**src/rtl/multicycle_pkg.sv**
```systemverilog
// Shared types and constants for the multicycle RV32I datapath.
// Holds FSM state encodings, opcodes, ALU op codes and the instruction layout.
package multicycle_pkg;

    typedef enum logic [2:0] {
        S_IDLE   = 3'd0,
        S_FETCH  = 3'd1,
        S_DECODE = 3'd2,
        S_EXEC   = 3'd3,
        S_MEM    = 3'd4,
        S_WB     = 3'd5,
        S_HALT   = 3'd6
    } state_t;

    localparam logic [6:0] OPC_OP     = 7'b0110011;
    localparam logic [6:0] OPC_OP_IMM = 7'b0010011;
    localparam logic [6:0] OPC_LOAD   = 7'b0000011;
    localparam logic [6:0] OPC_STORE  = 7'b0100011;
    localparam logic [6:0] OPC_BRANCH = 7'b1100011;
    localparam logic [6:0] OPC_JAL    = 7'b1101111;
    localparam logic [6:0] OPC_JALR   = 7'b1100111;
    localparam logic [6:0] OPC_LUI    = 7'b0110111;
    localparam logic [6:0] OPC_AUIPC  = 7'b0010111;
    localparam logic [6:0] OPC_SYSTEM = 7'b1110011;

    localparam logic [2:0] F3_WORD = 3'b010;

    localparam int ALU_SEL_W = 4;

    typedef enum logic [ALU_SEL_W-1:0] {
        ALU_ADD,
        ALU_SUB,
        ALU_SLL,
        ALU_SLT,
        ALU_SLTU,
        ALU_XOR,
        ALU_SRL,
        ALU_SRA,
        ALU_OR,
        ALU_AND,
        ALU_PASS_B
    } alu_op_t;

    typedef struct packed {
        logic [6:0] funct7;
        logic [4:0] rs2;
        logic [4:0] rs1;
        logic [2:0] funct3;
        logic [4:0] rd;
        logic [6:0] opcode;
    } instr_t;

    function automatic alu_op_t alu_funct(
        input logic [2:0] f3,
        input logic       alt
    );
        alu_op_t op;
        case (f3)
            3'b000:  op = alt ? ALU_SUB : ALU_ADD;
            3'b001:  op = ALU_SLL;
            3'b010:  op = ALU_SLT;
            3'b011:  op = ALU_SLTU;
            3'b100:  op = ALU_XOR;
            3'b101:  op = alt ? ALU_SRA : ALU_SRL;
            3'b110:  op = ALU_OR;
            default: op = ALU_AND;
        endcase
        return op;
    endfunction

endpackage

```
**src/rtl/mc_alu.sv**
```systemverilog
// 32-bit combinational ALU for the multicycle datapath.
// Ports: op (operation), a/b (operands), y (result, modulo 2^32).
module mc_alu
    import multicycle_pkg::*;
(
    input  alu_op_t     op,
    input  logic [31:0] a,
    input  logic [31:0] b,
    output logic [31:0] y
);

    logic [4:0] shamt;

    assign shamt = b[4:0];

    always_comb begin
        y = '0;
        unique case (op)
            ALU_ADD:    y = a + b;
            ALU_SUB:    y = a - b;
            ALU_SLL:    y = a << shamt;
            ALU_SLT:    y = {31'b0, $signed(a) < $signed(b)};
            ALU_SLTU:   y = {31'b0, a < b};
            ALU_XOR:    y = a ^ b;
            ALU_SRL:    y = a >> shamt;
            ALU_SRA:    y = $unsigned($signed(a) >>> shamt);
            ALU_OR:     y = a | b;
            ALU_AND:    y = a & b;
            ALU_PASS_B: y = b;
            default:    y = '0;
        endcase
    end

endmodule

```
**src/rtl/multicycle_datapath.sv**
```systemverilog
// Multicycle RV32I core: FSM, register file, immediate gen, unified mem port.
// Ports: clk, reset (async low), mem_* port, halted, retire, pc_dbg, state_dbg.
module multicycle_datapath
    import multicycle_pkg::*;
#(
    parameter int          ADDR_W   = 8,
    parameter logic [31:0] PC_RESET = 32'h0
) (
    input  logic              clk,
    input  logic              reset,
    output logic              mem_req,
    output logic              mem_we,
    output logic [ADDR_W-1:0] mem_addr,
    output logic [31:0]       mem_wdata,
    input  logic [31:0]       mem_rdata,
    input  logic              mem_ready,
    output logic              halted,
    output logic              retire,
    output logic [31:0]       pc_dbg,
    output logic [2:0]        state_dbg
);

    state_t      state;
    state_t      state_n;
    logic [31:0] pc;
    logic [31:0] ir;
    logic [31:0] mdr;
    logic [31:0] rs1_q;
    logic [31:0] rs2_q;
    logic [31:0] imm_q;
    logic [31:0] alu_q;
    logic [31:0] rf [32];

    instr_t      ins;
    logic [31:0] imm;
    logic        f7_zero;
    logic        f7_alt;
    logic        is_op;
    logic        is_opimm;
    logic        is_load;
    logic        is_store;
    logic        is_branch;
    logic        is_jal;
    logic        is_jalr;
    logic        is_lui;
    logic        is_auipc;
    logic        legal;

    alu_op_t     alu_op;
    logic [31:0] alu_a;
    logic [31:0] alu_b;
    logic [31:0] alu_y;
    logic        taken;
    logic [31:0] pc_plus4;
    logic [31:0] br_target;
    logic [31:0] wb_data;

    assign ins = ir;

    assign f7_zero = ins.funct7 == 7'b0000000;
    assign f7_alt  = ins.funct7 == 7'b0100000;

    assign is_op = ins.opcode == OPC_OP
        && (f7_zero || (f7_alt
        && (ins.funct3 == 3'b000 || ins.funct3 == 3'b101)));

    assign is_opimm = ins.opcode == OPC_OP_IMM
        && ((ins.funct3 == 3'b001) ? f7_zero
        : (ins.funct3 == 3'b101) ? (f7_zero || f7_alt)
        : 1'b1);

    assign is_load   = ins.opcode == OPC_LOAD && ins.funct3 == F3_WORD;
    assign is_store  = ins.opcode == OPC_STORE && ins.funct3 == F3_WORD;
    assign is_branch = ins.opcode == OPC_BRANCH
        && ins.funct3 != 3'b010 && ins.funct3 != 3'b011;
    assign is_jal    = ins.opcode == OPC_JAL;
    assign is_jalr   = ins.opcode == OPC_JALR && ins.funct3 == 3'b000;
    assign is_lui    = ins.opcode == OPC_LUI;
    assign is_auipc  = ins.opcode == OPC_AUIPC;

    // SYSTEM (ECALL/EBREAK) is deliberately absent: it falls into HALT.
    assign legal = is_op | is_opimm | is_load | is_store | is_branch
        | is_jal | is_jalr | is_lui | is_auipc;

    always_comb begin
        imm = {{20{ir[31]}}, ir[31:20]};
        unique case (1'b1)
            is_store:
                imm = {{20{ir[31]}}, ir[31:25], ir[11:7]};
            is_branch:
                imm = {{19{ir[31]}}, ir[31], ir[7],
                       ir[30:25], ir[11:8], 1'b0};
            is_jal:
                imm = {{11{ir[31]}}, ir[31], ir[19:12],
                       ir[20], ir[30:21], 1'b0};
            is_lui || is_auipc:
                imm = {ir[31:12], 12'h000};
            default:
                imm = {{20{ir[31]}}, ir[31:20]};
        endcase
    end

    always_comb begin
        alu_op = ALU_ADD;
        unique case (1'b1)
            is_op:
                alu_op = alu_funct(ins.funct3, ins.funct7[5]);
            is_opimm:
                alu_op = alu_funct(ins.funct3,
                    ins.funct7[5] && ins.funct3 == 3'b101);
            is_branch:
                alu_op = ins.funct3[2]
                    ? (ins.funct3[1] ? ALU_SLTU : ALU_SLT)
                    : ALU_SUB;
            is_lui:
                alu_op = ALU_PASS_B;
            default:
                alu_op = ALU_ADD;
        endcase
    end

    assign alu_a = is_auipc ? pc : rs1_q;
    assign alu_b = (is_op || is_branch) ? rs2_q : imm_q;

    mc_alu u_alu (
        .op (alu_op),
        .a  (alu_a),
        .b  (alu_b),
        .y  (alu_y)
    );

    // funct3[0] inverts the base condition (BNE/BGE/BGEU).
    assign taken = (ins.funct3[2] ? alu_y[0] : (alu_y == 32'h0))
        ^ ins.funct3[0];

    assign pc_plus4  = pc + 32'd4;
    assign br_target = pc + imm_q;
    assign wb_data   = is_load ? mdr : alu_q;

    always_ff @(posedge clk or negedge reset) begin
        if (!reset) begin
            state <= S_IDLE;
        end else begin
            state <= state_n;
        end
    end

    always_comb begin
        state_n = state;
        unique case (state)
            S_IDLE:   state_n = S_FETCH;
            S_FETCH:  if (mem_ready) state_n = S_DECODE;
            S_DECODE: state_n = S_EXEC;
            S_EXEC: begin
                unique case (1'b1)
                    !legal:              state_n = S_HALT;
                    is_load || is_store: state_n = S_MEM;
                    is_branch:           state_n = S_FETCH;
                    default:             state_n = S_WB;
                endcase
            end
            S_MEM: begin
                if (mem_ready) begin
                    state_n = is_load ? S_WB : S_FETCH;
                end
            end
            S_WB:     state_n = S_FETCH;
            S_HALT:   state_n = S_HALT;
            default:  state_n = S_IDLE;
        endcase
    end

    assign mem_req   = state == S_FETCH || state == S_MEM;
    assign mem_we    = state == S_MEM && is_store;
    assign mem_addr  = (state == S_MEM)
        ? {alu_q[ADDR_W-1:2], 2'b00}
        : {pc[ADDR_W-1:2], 2'b00};
    assign mem_wdata = rs2_q;
    assign halted    = state == S_HALT;
    assign retire    = state == S_WB
        || (state == S_EXEC && is_branch)
        || (state == S_MEM && is_store && mem_ready);
    assign pc_dbg    = pc;
    assign state_dbg = state;

    always_ff @(posedge clk or negedge reset) begin
        if (!reset) begin
            pc    <= PC_RESET;
            ir    <= '0;
            mdr   <= '0;
            rs1_q <= '0;
            rs2_q <= '0;
            imm_q <= '0;
            alu_q <= '0;
        end else begin
            case (state)
                S_FETCH: begin
                    if (mem_ready) ir <= mem_rdata;
                end
                S_DECODE: begin
                    rs1_q <= (ins.rs1 == 5'd0) ? '0 : rf[ins.rs1];
                    rs2_q <= (ins.rs2 == 5'd0) ? '0 : rf[ins.rs2];
                    imm_q <= imm;
                end
                S_EXEC: begin
                    // Jumps redirect PC here, so the link value is kept.
                    alu_q <= (is_jal || is_jalr) ? pc_plus4 : alu_y;
                    if (is_branch) pc <= taken ? br_target : pc_plus4;
                    if (is_jal)    pc <= br_target;
                    if (is_jalr)   pc <= {alu_y[31:1], 1'b0};
                end
                S_MEM: begin
                    if (mem_ready) begin
                        if (is_load) mdr <= mem_rdata;
                        pc <= pc_plus4;
                    end
                end
                S_WB: begin
                    if (!(is_load || is_jal || is_jalr)) pc <= pc_plus4;
                end
                default: ;
            endcase
        end
    end

    always_ff @(posedge clk or negedge reset) begin
        if (!reset) begin
            for (int i = 0; i < 32; i++) rf[i] <= '0;
        end else if (state == S_WB && ins.rd != 5'd0) begin
            rf[ins.rd] <= wb_data;
        end
    end

endmodule

```
**config.mk**
```make
export PLATFORM = sky130hd
export DESIGN_NAME = multicycle_datapath
export DESIGN_NICKNAME = d
export VERILOG_FILES = /design/src/rtl/multicycle_pkg.sv /design/src/rtl/mc_alu.sv /design/src/rtl/multicycle_datapath.sv
export SDC_FILE = /design/constraint.sdc
export NUM_CORES = 2
export LEC_CHECK = 0
export CORE_MARGIN = 8
export CORE_UTILIZATION = 54
export DETAILED_ROUTE_END_ITERATION = 6
export GPL_ROUTABILITY_DRIVEN = 1
export PLACE_DENSITY = 0.67
export SYNTH_ARGS = -nofsm -noshare
export SYNTH_HDL_FRONTEND = slang
export SYNTH_HIERARCHICAL = 1
export SYNTH_SLANG_ARGS = --single-unit
```
**constraint.sdc**
```tcl
create_clock -name clk -period 10.42 [get_ports clk]
set_clock_uncertainty 0.2 [all_clocks]
set_input_delay 3.126 -clock clk [delete_from_list [all_inputs] [get_ports clk]]
set_output_delay 3.126 -clock clk [all_outputs]
set_load 0.02 [all_outputs]
```
==> flow_summary.toml <==
[timing]
max_slew_margin = 0.158
tightestPinTransition_ns = 1.24
rsz0062_at_grt = "no"
slew_viol_final = 0
finalHoldViolCount = 0
max_freq_mhz = 112
setup_violations = 0
finalCriticalPeriod_ns = 8.95
setup_tns_ns = 0
finalCritPeriodShare = 0.859

[critical_path]
regToRegStartpoint = "ins[14]$_DFFE_PN0P_"
critical_path_class = "reg -> reg"
worstPathArrival_ns = 9.38
cp_max_fo = 28
crit_path_end_kind = "flop"
cp-start-kind = "flop"
cp.required_ns = 10.85
cp-startpoint = "ins[14]$_DFFE_PN0P_"

[clocking]
clock-root-buffer = "clkbuf_16"
path_clk_slew_ns = 0.07
clockBufferDepth = 3
post_cts_buffers = 0
cts.repair.resized = 0
clk_latency_ns = 0.79
htreeDepth = 4
cts_hold_buf = 0
cts_tree = "yes"
cts_sinks = 1251
cts_made_buffers = 137

[route]
m1WireLength_um = 110000
drtIter0Drc = 7915
route.met2.wl_um = 125000
dr.pass1.iters = 7
routed.top_layer = "met5"
antenna_left = 0
wl_met3_um = 28300
drc = 0
vias_per_cell = 6.96
wl_per_cell_um = 32.7
vias = 60156
wirelength_um = 283000

[cells_and_area]
drive_gt1_frac = 0.192
stdcell_area_um2 = 81000
area_delta_synth_final_pct = 9.97
fillers = 11126
final_nets = 6912

[synthesis]
seq_area_frac_synth = 0.425
avgSynthCellArea_um2 = 10.5
netlist_area_um2 = 73600
synth_cells = 7014
ys_types = 110
synth_edf_count = 0
synthFlopType = "dfrtp_1"
synth_warnings = 6
async_flop_share = 1.00
netlist.area_leader.share = 0.425
yosys.area.top_type = "dfrtp_1"
synthTopCellsByArea = "dfrtp_1 43%, mux4_2 20%, o21ai_0 5.7%"
ys_seq_elements = 1251

[global_route]
antenna_found_initial = 16
grt_pass1_wl_um = 412000
grt_pass1_vias = 58373
track_usage = 0.380
grt_max_degree = 177
gr-total-overflow = 0

[flow_run]
drv_cap = 0

[floorplan]
die_x_um = 385
start_util = 0.544
rows = 135
core_area_um2 = 135000
io_pins = 114
die_h_um = 385
die-area_um2 = 148000

[place]
gp_congestion = 1.11
hpwl_um = 183000
place_area_um2 = 76200
portBuffers = 111

[worst_hold_path]
min_from = "rf[1007]$_DFFE_PN0P_"
min_path_type = "reg -> reg"

[status]
status = "finished clean"

[power_and_ir_drop]
p_leak_nw = 33.9
powerDensity_nw_per_um2 = 331
peakVddDrop_mv = 0.204
## cells in the mapped netlist, types with 11 or more instances
cell type and number:
a211oi_1 40, a31oi_1 26, clkbuf_1 528, nor2_1 684, a22oi_1 29, a21o_1 36, mux4_2 658, a221oi_1 29
nand3_1 66, nand4_1 18, mux2_2 140, ha_1 132, o211ai_1 29, and3_1 21, xnor2_1 39, buf_1 33
a221o_1 20, a211o_1 11, a21oi_1 668, inv_1 120, nor2b_1 12, o21ai_1 11, o31ai_1 15, xor2_1 19
nand2b_1 23, buf_2 102, o21ai_0 836, nor3_1 41, o22ai_1 29, nor4_1 28, nand2_1 893, o221ai_1 23
dfrtp_1 1251, mux2i_1 166, o21bai_1 18
## cells by family (layout without fill, tap and decap cells)
kind of cell | Yosys count | in the layout | share of synthesized area
AOI/OAI and AO/OA | 1949 | 1949 | 0.152
xor gates and xnor gates | 58 | 58 | 0.00690
adders and majority gates | 135 | 135 | 0.0232
buffers and inverters | 800 | 638 | 0.0432
DFF | 1251 | 1251 | 0.425
muxes | 967 | 967 | 0.246
other | 1 | 11 | 0.0000509
and+or+nand+nor | 1853 | 1853 | 0.104
## metrics by stage
stage	worst slack, ns	total power [mW]	hold slack (ns)	utilization	instances
5_1_grt	1.03	27.9	0.208	0.598	8634
3_3_place_gp	1.87	21.1	0.176	0.562	8384
2_1_floorplan	2.61	16.4	0.241	-	7015
3_5_place_dp	1.80	21.3	0.182	0.562	8384
6_report	1.47	26.8	0.191	0.598	8643
4_1_cts	1.79	26.5	0.197	0.598	8634
## path summary, 6_finish.rpt
| path | endpoint | slack [ns] | cells after the start |
|---|---|---|---|
| max in group asynchronous | rf[151]$_DFFE_PN0P_ | 5.72 | 3 |
| worst min register to register | rf[1007]$_DFFE_PN0P_ | 0.19 | 0 |
| worst min-delay path | rf[1007]$_DFFE_PN0P_ | 0.19 | 0 |
| worst max register to register | pc_dbg[10]$_DFFE_PN0P_ | 1.47 | 25 |
| worst max-delay path | pc_dbg[10]$_DFFE_PN0P_ | 1.47 | 25 |
| min in group asynchronous | mem_wdata[16]$_DFFE_PN0N_ | 1.98 | 1 |
## sequential cells by signal, summed over array words and instances (netlist names)
signal     flops
alu_q         32
imm_q         32
ins           32
mdr           32
mem_wdata     32
pc_dbg        32
rf          1024
rs1_q         32
state_dbg      3
## layer usage
metal / global-route usage / vias up
met5: 0 / -
li1: - / 25182
met4: 0.227 / 2
met2: 0.562 / 3524
met3: 0.0838 / 853
met1: 0.518 / 30595
## area by class of cell
cell class                      instances  area (µm²)  share of cell area
Multi-Input combinational cell       4964       39700               0.491
Antenna cell                            9        22.5            0.000278
Clock buffer                          198        4100              0.0507
Clock inverter                         52         677             0.00836
Timing Repair Buffer                  261        2400              0.0297
Sequential cell                      1251       31300               0.387
Inverter                              127         477             0.00589
Tap cell                             1781        2230              0.0275
## power breakdown
part / internal [mW] / total, mW / switching (mW)
registers: 6.46 / 8.46 / 2.00
logic: 5.12 / 13.2 / 8.08
clock network: 3.03 / 5.14 / 2.11
## worst max-delay path, stage by stage, from the launching register on
cell and delay, ns:
dfrtp_1 0.75, xor2_1 0.14, o21ai_0 0.18, nand3_1 0.12
nor3_1 0.21, nand2b_2 0.56, mux2_4 0.37, clkinv_1 0.39
ha_1 0.49, a211oi_1 0.35, o21bai_1 0.18, a21oi_1 0.41
o22ai_1 0.28, o41ai_2 0.68, o31a_1 0.31, o21ai_0 0.13
a221o_1 0.37, a21o_1 0.21, nor4_1 0.26, nand4_1 0.15
o31ai_2 0.38, xnor2_1 0.28, a31oi_4 0.84, o21ai_0 0.18
a22oi_1 0.23, o41ai_1 0.10
## placed cells by master (no fill, tap or decap), types with 23 or more instances in the layout
cell type           n
mux2i_2            26
buf_4             138
ha_1              132
xnor2_1            39
a21oi_1           668
mux2_2            139
clkdlybuf4s50_1   110
a21o_1             36
inv_1             120
o221ai_1           23
a221oi_1           29
clkbuf_8           36
nor2_1            672
mux4_2            658
a211oi_1           39
nor4_1             25
o21ai_0           831
mux2i_1           134
a22oi_1            29
nand3_1            56
clkbuf_16         141
clkinv_2           24
a31oi_1            26
o211ai_1           29
nand2_1           884
nor3_1             39
o22ai_1            29
dfrtp_1          1241
Power figures use the tool's default switching activity.
